==> config.mk <==
export PLATFORM = sky130hd
export DESIGN_NAME = div_recompose
export DESIGN_NICKNAME = d
export VERILOG_FILES = /design/src/rtl/div_pkg.sv /design/src/rtl/div_recompose_stage.sv /design/src/rtl/div_recompose.sv
export SDC_FILE = /design/constraint.sdc
export NUM_CORES = 1
export LEC_CHECK = 0
export BUFFER_PORTS_ARGS = -buffer_cell sky130_fd_sc_hd__buf_2
export CORE_ASPECT_RATIO = 0.9
export CORE_MARGIN = 4
export CORE_UTILIZATION = 38
export CTS_CLUSTER_DIAMETER = 100
export DETAILED_ROUTE_END_ITERATION = 8
export SLEW_MARGIN = 20
export SYNTH_ARGS = -nofsm -noshare
export SYNTH_HDL_FRONTEND = slang
export SYNTH_SLANG_ARGS = --single-unit
export TNS_END_PERCENT = 30
==> constraint.sdc <==
create_clock -name clk -period 2.05 [get_ports clk]
set_clock_uncertainty 0.15 [all_clocks]
set_input_delay 0.5125 -clock clk [delete_from_list [all_inputs] [get_ports clk]]
set_output_delay 0.5125 -clock clk [all_outputs]
set_load 0.03 [all_outputs]
==> src/rtl/div_pkg.sv <==
// Shared constants for the divider and its recompose/self-check path.
// Flag bit positions are common to divider-side status and recompose flags.
package div_pkg;

  localparam int DIV_N     = 8;
  localparam int DIV_ACC_W = 2 * DIV_N;

  // Status flag bit positions.
  localparam int DIV0     = 0;
  localparam int REM_ERR  = 1;
  localparam int OVERFLOW = 2;

  // Only DIV0 and REM_ERR travel down the pipeline; OVERFLOW is derived at the output.
  localparam int PIPE_FLAG_W = 2;

endpackage

==> src/rtl/div_recompose_stage.sv <==
// One shift-add stage: adds divisor << (K-1) when the current low quotient bit is set,
// then registers the accumulator, operands, side-band bits and valid.
module div_recompose_stage
  import div_pkg::*;
#(
  parameter int N  = DIV_N,
  parameter int K  = 1,
  parameter int SW = PIPE_FLAG_W
) (
  input  logic             clk,
  input  logic             rst,
  input  logic             valid_i,
  input  logic [2*N-1:0]   acc_i,
  input  logic [N-1:0]     divisor_i,
  input  logic [N-1:0]     quot_i,
  input  logic [SW-1:0]    side_i,
  output logic             valid_o,
  output logic [2*N-1:0]   acc_o,
  output logic [N-1:0]     divisor_o,
  output logic [N-1:0]     quot_o,
  output logic [SW-1:0]    side_o
);

  logic             valid_q;
  logic [2*N-1:0]   acc_q, acc_d, addend_d;
  logic [N-1:0]     divisor_q, quot_q;
  logic [SW-1:0]    side_q;

  always_comb begin
    // NOTE: every always_comb output gets a default first so no path can infer a latch.
    addend_d = '0;
    if (quot_i[0]) addend_d = {{N{1'b0}}, divisor_i} << (K - 1);
    acc_d = acc_i + addend_d;
  end

  always_ff @(posedge clk) begin
    if (rst) begin
      // NOTE: data registers are cleared as well, so a reset pipeline holds all-zero state.
      valid_q   <= 1'b0;
      acc_q     <= '0;
      divisor_q <= '0;
      quot_q    <= '0;
      side_q    <= '0;
    end else begin
      // NOTE: non-blocking so each stage samples its predecessor's pre-edge value.
      valid_q   <= valid_i;
      acc_q     <= acc_d;
      divisor_q <= divisor_i;
      quot_q    <= quot_i >> 1;
      side_q    <= side_i;
    end
  end

  assign valid_o   = valid_q;
  assign acc_o     = acc_q;
  assign divisor_o = divisor_q;
  assign quot_o    = quot_q;
  assign side_o    = side_q;

endmodule

==> src/rtl/div_recompose.sv <==
// Pipelined inverse of the N-bit divider: dividend = quotient*divisor + remainder, N-cycle latency.
// Optional expected-value checker enabled by DIV_RECOMPOSE_CHECK_EN (mismatch, err_cnt).
module div_recompose
  import div_pkg::*;
#(
  parameter int N = DIV_N
) (
  input  logic             clk,
  input  logic             rst,
  input  logic             valid_in,
  input  logic [N-1:0]     quotient,
  input  logic [N-1:0]     divisor,
  input  logic [N-1:0]     remainder,
`ifdef DIV_RECOMPOSE_CHECK_EN
  input  logic [N-1:0]     exp_dividend,
`endif
  output logic             valid_out,
  output logic [2*N-1:0]   dividend,
  output logic             overflow,
  output logic             div0,
  output logic             rem_err
`ifdef DIV_RECOMPOSE_CHECK_EN
  ,
  output logic             mismatch,
  output logic [15:0]      err_cnt
`endif
);

  localparam int ACC_W = 2 * N;
`ifdef DIV_RECOMPOSE_CHECK_EN
  localparam int SW = PIPE_FLAG_W + N;
`else
  localparam int SW = PIPE_FLAG_W;
`endif

  logic             valid_c   [0:N];
  logic [ACC_W-1:0] acc_c     [0:N];
  logic [N-1:0]     divisor_c [0:N];
  logic [N-1:0]     quot_c    [0:N];
  logic [SW-1:0]    side_c    [0:N];

  logic [PIPE_FLAG_W-1:0] flags0;

  // Stage 0 capture is combinational so the N registered stages give exactly N cycles latency.
  always_comb begin
    flags0          = '0;
    flags0[DIV0]    = (divisor == '0);
    flags0[REM_ERR] = (remainder >= divisor);
  end

  assign valid_c[0]   = valid_in;
  assign acc_c[0]     = {{N{1'b0}}, remainder};
  assign divisor_c[0] = divisor;
  assign quot_c[0]    = quotient;
`ifdef DIV_RECOMPOSE_CHECK_EN
  assign side_c[0]    = {exp_dividend, flags0};
`else
  assign side_c[0]    = flags0;
`endif

  for (genvar k = 1; k <= N; k++) begin : g_stage
    div_recompose_stage #(
      .N  (N),
      .K  (k),
      .SW (SW)
    ) u_stage (
      .clk       (clk),
      .rst       (rst),
      .valid_i   (valid_c[k-1]),
      .acc_i     (acc_c[k-1]),
      .divisor_i (divisor_c[k-1]),
      .quot_i    (quot_c[k-1]),
      .side_i    (side_c[k-1]),
      .valid_o   (valid_c[k]),
      .acc_o     (acc_c[k]),
      .divisor_o (divisor_c[k]),
      .quot_o    (quot_c[k]),
      .side_o    (side_c[k])
    );
  end

  assign valid_out = valid_c[N];

  // Outputs are forced to zero in bubble slots.
  always_comb begin
    dividend = '0;
    overflow = 1'b0;
    div0     = 1'b0;
    rem_err  = 1'b0;
    if (valid_c[N]) begin
      dividend = acc_c[N];
      overflow = |acc_c[N][ACC_W-1:N];
      div0     = side_c[N][DIV0];
      rem_err  = side_c[N][REM_ERR];
    end
  end

  // By the last stage every quotient bit has been consumed and the carried divisor agrees with div0.
  always_comb begin
    if (valid_c[N]) begin
      assert (quot_c[N] == '0);
      assert ((divisor_c[N] == '0) == side_c[N][DIV0]);
    end
  end

`ifdef DIV_RECOMPOSE_CHECK_EN
  logic [15:0] err_cnt_q, err_cnt_d;

  always_comb begin
    mismatch  = valid_c[N] && (acc_c[N] != {{N{1'b0}}, side_c[N][SW-1:PIPE_FLAG_W]});
    err_cnt_d = err_cnt_q;
    if (mismatch && (err_cnt_q != 16'hFFFF)) err_cnt_d = err_cnt_q + 16'd1;
  end

  always_ff @(posedge clk) begin
    if (rst) err_cnt_q <= '0;
    else     err_cnt_q <= err_cnt_d;
  end

  assign err_cnt = err_cnt_q;
`endif

endmodule

==> results of run 1 <==
[worst max-delay path: stages, from the launching register on]
cell and delay [ns]:
dfxtp_1 0.30, and2_4 0.16, ha_4 0.16, fa_2 0.37
a211oi_2 0.25, buf_4 0.17, o21ai_4 0.06, a211oi_2 0.23
nor3_1 0.07
[cells in the final DEF (no fill, tap or decap), types with 15 or more instances in the layout]
cell type	n
nor2b_1	142
nor2_1	56
a21oi_1	16
a211oi_1	16
clkbuf_16	23
buf_2	44
nor3_1	33
dfxtp_1	205
and2_1	78
ha_1	50
ha_4	15
a21o_1	18
buf_4	82
inv_1	18
[report_power, final]
| group | internal, mW | switching (mW) |
|---|---|---|
| clock | 2.45 | 1.55 |
| sequential | 4.16 | 0.0463 |
| combinational | 0.296 | 0.302 |
[repair_timing]
action                                  4_1_cts  5_1_grt
endpoints found under the setup margin       41       30
resized for setup                            32       84
buffers inserted                              0        1
pin swaps                                     5       26
[kinds of logic (layout without fill, tap and decap cells)]
logic type,Yosys count,after routing
AO/OA/AOI/OAI,150,150
flip-flops,208,208
multiplexers,2,2
AND/OR/NAND/NOR,394,394
adder cells (fa/ha/maj),80,80
XOR/XNOR,13,13
buffers and inverters,49,191
[cells in the mapped netlist, types with 3 or more instances]
cell type / instances / area (um2)
clkbuf_1: 20 / 75.1
a21boi_0: 3 / 22.5
a221oi_1: 7 / 61.3
dfxtp_1: 208 / 4160
and3_1: 3 / 18.8
nand2_1: 14 / 52.6
a31oi_1: 5 / 31.3
a211oi_1: 27 / 203
a21o_1: 18 / 135
nand3_1: 14 / 70.1
nor3b_1: 8 / 60.1
nor2_1: 57 / 214
a21oi_1: 18 / 90.1
nand2b_1: 11 / 68.8
nor2b_1: 142 / 888
nor3_1: 37 / 185
o2111ai_1: 5 / 43.8
fa_1: 8 / 160
nor4_1: 8 / 50.1
nor4b_1: 5 / 43.8
inv_1: 20 / 75.1
xnor2_1: 11 / 96.3
o21ai_0: 35 / 175
or4_1: 6 / 45.0
and2_1: 82 / 513
buf_2: 6 / 30.0
o21a_1: 13 / 97.6
ha_1: 72 / 901
[state kept, by name, indices dropped and copies added, names as in the netlist]
register	count
g_stage.u_stage.divisor_o	56
g_stage.u_stage.acc_o	100
g_stage.u_stage.side_o	16
g_stage.u_stage.quot_o	28
g_stage.u_stage.valid_o	8
[final cells by class]
class                      instances  area, um2  area share [%]
multi-input combinational        639       4970            44.1
timing repair buffer             132        930            8.25
clock inverter                     8        104           0.922
sequential                       208       4170            37.0
tap                              297        372            3.30
clock buffer                      31        646            5.73
inverter                          20       75.1           0.666
[final timing paths]
kind	from	to	slack, ns	depth (start not counted)
worst max register to register	g_stage[6].u_stage.divisor_o[0]	g_stage[7].u_stage.acc_o[14]	0.02	8
worst min register to register	g_stage[1].u_stage.quot_o[6]	g_stage[2].u_stage.quot_o[5]	0.28	1
worst max-delay path	g_stage[6].u_stage.divisor_o[0]	g_stage[7].u_stage.acc_o[14]	0.02	8
worst min-delay path	quotient[5]	g_stage[1].u_stage.quot_o[4]	0.08	2
[per-layer routing]
metal,part of all wire [%],wire length [um],vias up
met5,0,0,-
met4,2.1,334,0
met3,3.7,588,24
met2,53,8500,81
met1,41,6640,2885
li1,-,-,3341
==> results.toml, run 1 <==
[placement]
hpwl_mm = 11.4
dp_cells = 1295
placed_area_um2 = 10000
gp_congestion = 0.794
place_ws_ns = -0.294
portBuffers = 46

[floorplan]
fp.dieArea_um2 = 25900
num_rows = 52
die_w_um = 169
initial_core_util_pct = 39.1
core_um2 = 22700
ios = 47
fp.dieH_um = 153

[detailed_routing]
avgRoutedWirePerCell_um = 12.0
antenna_left = 0
drtPass1Iterations = 4
via_count = 6331
via_per_inst = 4.74
first_iter_violations = 209
wl_mm = 16.1
route.detailed.drc = 0

[worst_setup_path]
cp.arrival_ns = 2.26
path_class = "reg2reg"
start_kind = "flop"
worstPathRequired_ns = 2.28
path_max_fanout = 3
cp-end-kind = "flop"

[cells_and_area]
fill_cells = 2086
finish.instance_area_um2 = 11300
stdcell_count = 1335
areaGrowthSynthToFinish_pct = 26.9
final_core_util_pct = 49.6
drive_gt1_share_pct = 24.1
finish.net_count = 1130
n_antenna_cell = 0

[global_routing]
grt_usage_pct = 12.0
met2_usage_pct = 23.3
gr-usage-met1_pct = 13.2
grt_max_degree = 85
grt_pass1_vias = 6233
antenna_found_initial = 0
busiest_layer = "met2"
grt-ovfl-total = 0
grt_use_met3_pct = 2.27
grt_pass1_wl_mm = 26.9

[logic_synthesis]
yosysSeqAreaShare_pct = 46.9
syn_nets = 1003
muxShareOfSynthArea_pct = 0.225
ys_ff_latch = 208
synth-edff-count = 0
synth_top_family_by_area = "simple AND/OR/NAND/NOR gates"
synthXorXnorAreaFrac_pct = 1.28
synthArstFlopShare_pct = 0
synth-simple-area-share_pct = 25.6
netlist_area_um2 = 8880
synth_compound_gate_area_share_pct = 11.8
yosys_warnings = 0
synthAdderAreaFrac_pct = 12.0
avgSynthCellArea_um2 = 9.91
ys_types = 52
synthFlopType = "dfxtp_1"
synth_cells = 896

[clock_tree]
htreeDepth = 1
postCtsHoldBufs = 0
insertion_delay_ns = 0.49
clockBufferDepth = 3
clockRootBuffer = "clkbuf_16"
clock-sinks = 208
clk_pin_slew_ns = 0.06
cts_buffers = 22
cts_tree = "done"

[timing]
whs_ns = 0.0800
hold_viol = 0
fin_ws_ns = 0.0215
fin_setup_tns_ns = 0
tightest_slew_ns = 0.759
rsz0062_at_grt = "true"
post-route-min-period_ns = 2.03
slew_headroom_pct = 49.4
slew_violations = 0
setup_viol = 0
max_freq_mhz = 493
period_share_pct = 99.0

[pwr]
leakage_nw = 4.85
p_per_area_nw_per_um2 = 781
ir_drop_mv = 0.558
finalPower_mw = 8.80

[flow_run]
maxCapViolations = 0

[hold_path]
hp-class = "in2reg"

[outcome]
outcome = "finished, final reports clean"
Note: power is estimated with default switching activity, not from simulation.
==> run 2: changes to the inputs <==
--- a/config.mk
+++ b/config.mk
@@ -9,6 +9,7 @@
 export CORE_ASPECT_RATIO = 0.9
 export CORE_MARGIN = 4
 export CORE_UTILIZATION = 38
+export CTS_BUF_LIST = sky130_fd_sc_hd__clkbuf_4
 export CTS_CLUSTER_DIAMETER = 100
 export DETAILED_ROUTE_END_ITERATION = 8
 export SLEW_MARGIN = 20
==> run 2 against run 1 <==
Effect of this change:
- sequential power is essentially flat
- flip-flop and latch count is the same
- largest power group unchanged
- die area is the same
- the run now ends with setup timing left
==> results.toml, run 2 (synthesis gave the netlist of run 1 again) <==
[cells_and_area]
final_common_cell = "dfxtp_1"
areaGrowthSynthToFinish_pct = 30.7
final_core_util_pct = 51.1
largest_reg_flops = 100
finish.instance_area_um2 = 11600
drive_gt1_share_pct = 29.1
finish.net_count = 1175
fill_cells = 2047
stdcell_count = 1407
most-common-layout-cells = "200 x dfxtp_1, 142 x nor2b_1, 84 x buf_4"

[timing]
rsz0062_at_grt = "true"
period_share_pct = 107
post-route-min-period_ns = 2.20
max_freq_mhz = 455
whs_ns = 0.101
setup_viol = 10
hold_viol = 0
slew_headroom_pct = 47.4
slew_violations = 0
fin_ws_ns = -0.149
tightest_slew_ns = 0.787

[worst_setup_path]
worstPathRequired_ns = 1.39
path_max_fanout = 2
cp-end-kind = "primary output"
cp.arrival_ns = 1.54
path_class = "reg2out"
start_kind = "flop"

[global_routing]
grt-ovfl-total = 0
grt_max_degree = 85
grt_pass1_vias = 6504
grt_usage_pct = 12.3
met2_usage_pct = 23.7
busiest_layer = "met2"
antenna_found_initial = 1
gr-usage-met1_pct = 12.9
grt_use_met3_pct = 3.18
grt_pass1_wl_mm = 27.3

[clock_tree]
cts_buffers = 53
clock-sinks = 208
cts_tree = "done"
clk_pin_slew_ns = 0.06
htreeDepth = 2
clockRootBuffer = "clkbuf_4"
insertion_delay_ns = 0.64
clockBufferDepth = 3

[detailed_routing]
via_per_inst = 4.70
via_count = 6611
route.detailed.drc = 0
first_iter_violations = 169
wl_mm = 16.7
drtPass1Iterations = 5
antenna_left = 0
avgRoutedWirePerCell_um = 11.8

[flow_run]
maxCapViolations = 0

[placement]
dp_cells = 1295
portBuffers = 46
hpwl_mm = 11.4
gp_congestion = 0.794
placed_area_um2 = 10000

[pwr]
power_frac_seq_pct = 51.6
swShare_pct = 23.9
leakage_nw = 4.95
p_int_mw = 6.20
p_per_area_nw_per_um2 = 702
ir_drop_mv = 0.319
p_switching_mw = 1.94
power.share.clock_pct = 40.7
p_comb_share_pct = 7.6

[hold_path]
hp-class = "in2reg"

[floorplan]
ios = 47
die_w_um = 169
core_um2 = 22700
initial_core_util_pct = 39.1
num_rows = 52
fp.dieArea_um2 = 25900
fp.dieH_um = 153

[outcome]
violations = "setup timing"
outcome = "finished with violations"
run 2: changes by cell type in the layout (fill, tap and decap cells not counted), sizes merged:
cell	change
buf	+3
dlygate4sd3	+11
diode	+1
clkbuf	+39
bufinv	-1
clkinv	+19
run 2: layout make-up:
type	instances	area [um2]	share of cell area [%]
Antenna cell	1	2.50	0.0216
Clock buffer	70	526	4.53
Clock inverter	26	134	1.15
Inverter	20	75.1	0.647
Multi-Input combinational cell	639	5130	44.2
Sequential cell	208	4180	36.0
Tap cell	297	372	3.20
Timing Repair Buffer	146	1180	10.2
run 2: power by group through the flow:
| stage | Clock [mW] | Sequential (mW) | Combinational [mW] |
|---|---|---|---|
| 5_1_grt | 3.68 | 4.21 | 0.703 |
| 6_report | 3.32 | 4.20 | 0.623 |
| 3_5_place_dp | 0 | 4.29 | 0.570 |
| 2_1_floorplan | 0 | 4.28 | 0.370 |
| 3_3_place_gp | 0 | 4.28 | 0.566 |
| 4_1_cts | 3.48 | 4.19 | 0.599 |
run 2: per-layer routing:
metal / up-vias / wire [um] / part of all wire, %
li1: 3473 / - / -
met1: 2988 / 6720 / 40
met5: - / 0 / 0
met3: 28 / 727 / 4.4
met4: 0 / 238 / 1.4
met2: 122 / 8970 / 54
run 2: final timing paths:
path,start,to,slack (ns),cells after the start
setup / recovery,g_stage[8].u_stage.acc_o[15],overflow,-0.15,3
hold / removal,divisor[5],g_stage[1].u_stage.divisor_o[5],0.10,4
setup reg to reg,g_stage[7].u_stage.quot_o[0],g_stage[8].u_stage.acc_o[15],0.03,7
hold reg to reg,g_stage[6].u_stage.side_o[1],g_stage[7].u_stage.side_o[1],0.26,1
run 2: critical path: stages (launching register included):
cell	delay, ns
dfxtp_2	0.32
nor4_2	0.30
a21boi_1	0.11
buf_4	0.18
run 2: per-stage QoR:
stage	setup TNS (ns)	power, mW	setup WS (ns)
4_1_cts	-1.58	8.27	-0.183
2_1_floorplan	-0.289	4.65	-0.109
5_1_grt	-2.58	8.59	-0.238
6_report	-0.175	8.14	-0.149
3_3_place_gp	-1.94	4.85	-0.253
3_5_place_dp	-2.57	4.86	-0.294
run 2: what timing repair did:
action,4_1_cts,5_1_grt
resized for setup,64,125
pin swaps,3,38
hold buffers,11,0
setup buffers,0,4
endpoints found under the hold margin,20,0
setup endpoints to repair,41,51
==> run 3: changes to the inputs <==
--- a/config.mk
+++ b/config.mk
@@ -8,7 +8,7 @@
 export BUFFER_PORTS_ARGS = -buffer_cell sky130_fd_sc_hd__buf_2
 export CORE_ASPECT_RATIO = 0.9
 export CORE_MARGIN = 4
-export CORE_UTILIZATION = 38
+export CORE_UTILIZATION = 30
 export CTS_BUF_LIST = sky130_fd_sc_hd__clkbuf_4
 export CTS_CLUSTER_DIAMETER = 100
 export DETAILED_ROUTE_END_ITERATION = 8
==> constraint.sdc (replaced) <==
create_clock -name clk -period 2.65 [get_ports clk]
set_clock_uncertainty 0.15 [all_clocks]
set_input_delay 0.6625 -clock clk [delete_from_list [all_inputs] [get_ports clk]]
set_output_delay 0.6625 -clock clk [all_outputs]
set_load 0.03 [all_outputs]
==> run 3 against run 2 <==
Effect of this change:
- the flow now finishes without violations
- core utilization shrank 16 points
- global-route usage shrank 2.9 points
- critical path depth grew 4
- final area shrank 12%
- combinational power shrank 41%
- worst hold slack gained 0.0034 ns
- routed wire length shrank 9.5%
- non-clock buffer count shrank 97
- flip-flop and latch count is the same
==> results.toml, run 3 (synthesis gave the netlist of run 1 again) <==
[global_routing]
grt-ovfl-total = 0
grt_usage_pct = 9.40
antenna_found_initial = 1
grt_pass1_wl_mm = 26.0
grt_pass1_vias = 5963
grt_max_degree = 80

[floorplan]
ios = 47
fp.dieH_um = 171
core_um2 = 29000
fp.dieArea_um2 = 32400
initial_core_util_pct = 30.6
num_rows = 59
die_w_um = 189

[worst_setup_path]
crit_path_max_incr_delay_ns = 0.43
critPathBufInv = 0
rr_worst_depth = 7
reg2reg_setup_slack_ns = 0.28
cp.arrival_ns = 2.72
startpoint = "g_stage[5].u_stage.quot_o[0]"
cp.depth = 7
path_class = "reg2reg"
cp-end-kind = "flop"
crit_chain = "and2_1, ha_1, fa_1, a211oi_1, o21ai_0, a211oi_1, nor3_1"
path_common_cell = "a211oi_1"
critPathSlowestCell = "fa_1"
worstPathRequired_ns = 2.99
path_max_fanout = 8
crit_end = "g_stage[6].u_stage.acc_o[13]"
start_kind = "flop"
r2r_end = "g_stage[6].u_stage.acc_o[13]"
path_delay_family = "compound AO/OA/AOI/OAI gates"
rr_startpoint = "g_stage[5].u_stage.quot_o[0]"

[detailed_routing]
via_count = 6077
wl_mm = 15.1
first_iter_violations = 233
avgRoutedWirePerCell_um = 10.8
drtPass1Iterations = 4
route.detailed.drc = 0
antenna_left = 0
via_per_inst = 4.34

[pwr]
finalPower_mw = 6.18
leakage_nw = 4.44
p_int_mw = 4.74
power.share.clock_pct = 41.4
power_frac_seq_pct = 52.6
swShare_pct = 23.3
p_comb_share_pct = 6.0
p_per_area_nw_per_um2 = 608
p_switching_mw = 1.44
ir_drop_mv = 0.253

[clock_tree]
clockRootBuffer = "clkbuf_4"
clk_pin_slew_ns = 0.07
insertion_delay_ns = 0.63
htreeDepth = 2
postCtsHoldBufs = 0
clock-sinks = 208
clockBufferDepth = 3
cts_tree = "done"
cts_buffers = 49

[cells_and_area]
finish.net_count = 1074
fill_cells = 2944
drive_gt1_share_pct = 13.5
largest_reg_flops = 100
seqCellArea_um2 = 4170
most-common-layout-cells = "207 x dfxtp_1, 142 x nor2b_1, 82 x and2_1"
areaGrowthSynthToFinish_pct = 14.4
final_core_util_pct = 35.0
final_common_cell = "dfxtp_1"
multi_input_area_um2 = 4510

[timing]
tightest_slew_ns = 0.768
fin_setup_tns_ns = 0
period_share_pct = 89.6
slew_headroom_pct = 48.7
rsz0062_at_grt = "false"
setup_viol = 0
slew_violations = 0
post-route-min-period_ns = 2.37
hold_viol = 0
max_freq_mhz = 421

[placement]
hpwl_mm = 10.6
gp_congestion = 0.814
portBuffers = 46

[outcome]
outcome = "finished, final reports clean"

[flow_run]
maxCapViolations = 0

[hold_path]
hp-class = "in2reg"
## run 3: cell count changes in the layout (fill, tap and decap cells not counted), sizes merged
cell         before  now
dlygate4sd3      11    0
buf             135   49
clkinv           24   12
clkbuf           70   73
## run 3: worst min-delay path by stage
stage                                start                      endpoint  depth (start not counted)
2_1_floorplan  g_stage[1].u_stage.acc_o[0]   g_stage[2].u_stage.acc_o[0]                          1
3_3_place_gp    g_stage[6].u_stage.valid_o    g_stage[7].u_stage.valid_o                          1
3_5_place_dp   g_stage[5].u_stage.acc_o[2]   g_stage[6].u_stage.acc_o[2]                          1
4_1_cts                           valid_in    g_stage[1].u_stage.valid_o                          2
5_1_grt                        quotient[2]  g_stage[1].u_stage.quot_o[1]                          2
6_report                       quotient[1]  g_stage[1].u_stage.quot_o[0]                          2
## run 3: final cells by class
| class | count | share of cell area (%) |
|---|---|---|
| multi-input cells | 639 | 44.4 |
| inverters | 20 | 0.739 |
| well taps | 396 | 4.88 |
| diodes | 1 | 0.0246 |
| clock buffers | 73 | 5.39 |
| clock inverters | 14 | 0.874 |
| flip-flops and latches | 208 | 41.0 |
| repair buffers | 49 | 2.67 |
## run 3: metal layers
metal / vias up / track usage [%] / routed length, um
met1: 2646 / 11.0 / 6890
met4: 0 / 3.96 / 335
met5: - / 0 / 0
met2: 119 / 16.2 / 7090
met3: 35 / 2.76 / 767
li1: 3277 / - / -
## run 3: stage by stage
step | area (um2) | cells | worst slack, ns | hold slack [ns]
2_1_floorplan | 8880 | 896 | 0.312 | 0.264
3_3_place_gp | 9520 | 1312 | 0.106 | 0.266
3_5_place_dp | 9520 | 1312 | 0.0810 | 0.270
4_1_cts | 10200 | 1399 | 0.0444 | 0.0381
5_1_grt | 10200 | 1400 | 0.0915 | 0.0294
6_report | 10200 | 1400 | 0.276 | 0.104
## run 3: what timing repair did
action / 4_1_cts / 5_1_grt
gates resized for setup: 0 / 1
endpoints found under the hold margin: 0 / 0
endpoints found under the setup margin: 0 / 17
setup buffers: 0 / 0
## run 3: power groups by stage
stage,registers [mW],clock network [mW],logic (mW)
floorplan,3.31,0,0.286
global placement,3.32,0,0.365
detailed placement,3.32,0,0.370
CTS,3.25,2.68,0.374
global route,3.26,2.83,0.422
finish,3.25,2.56,0.369
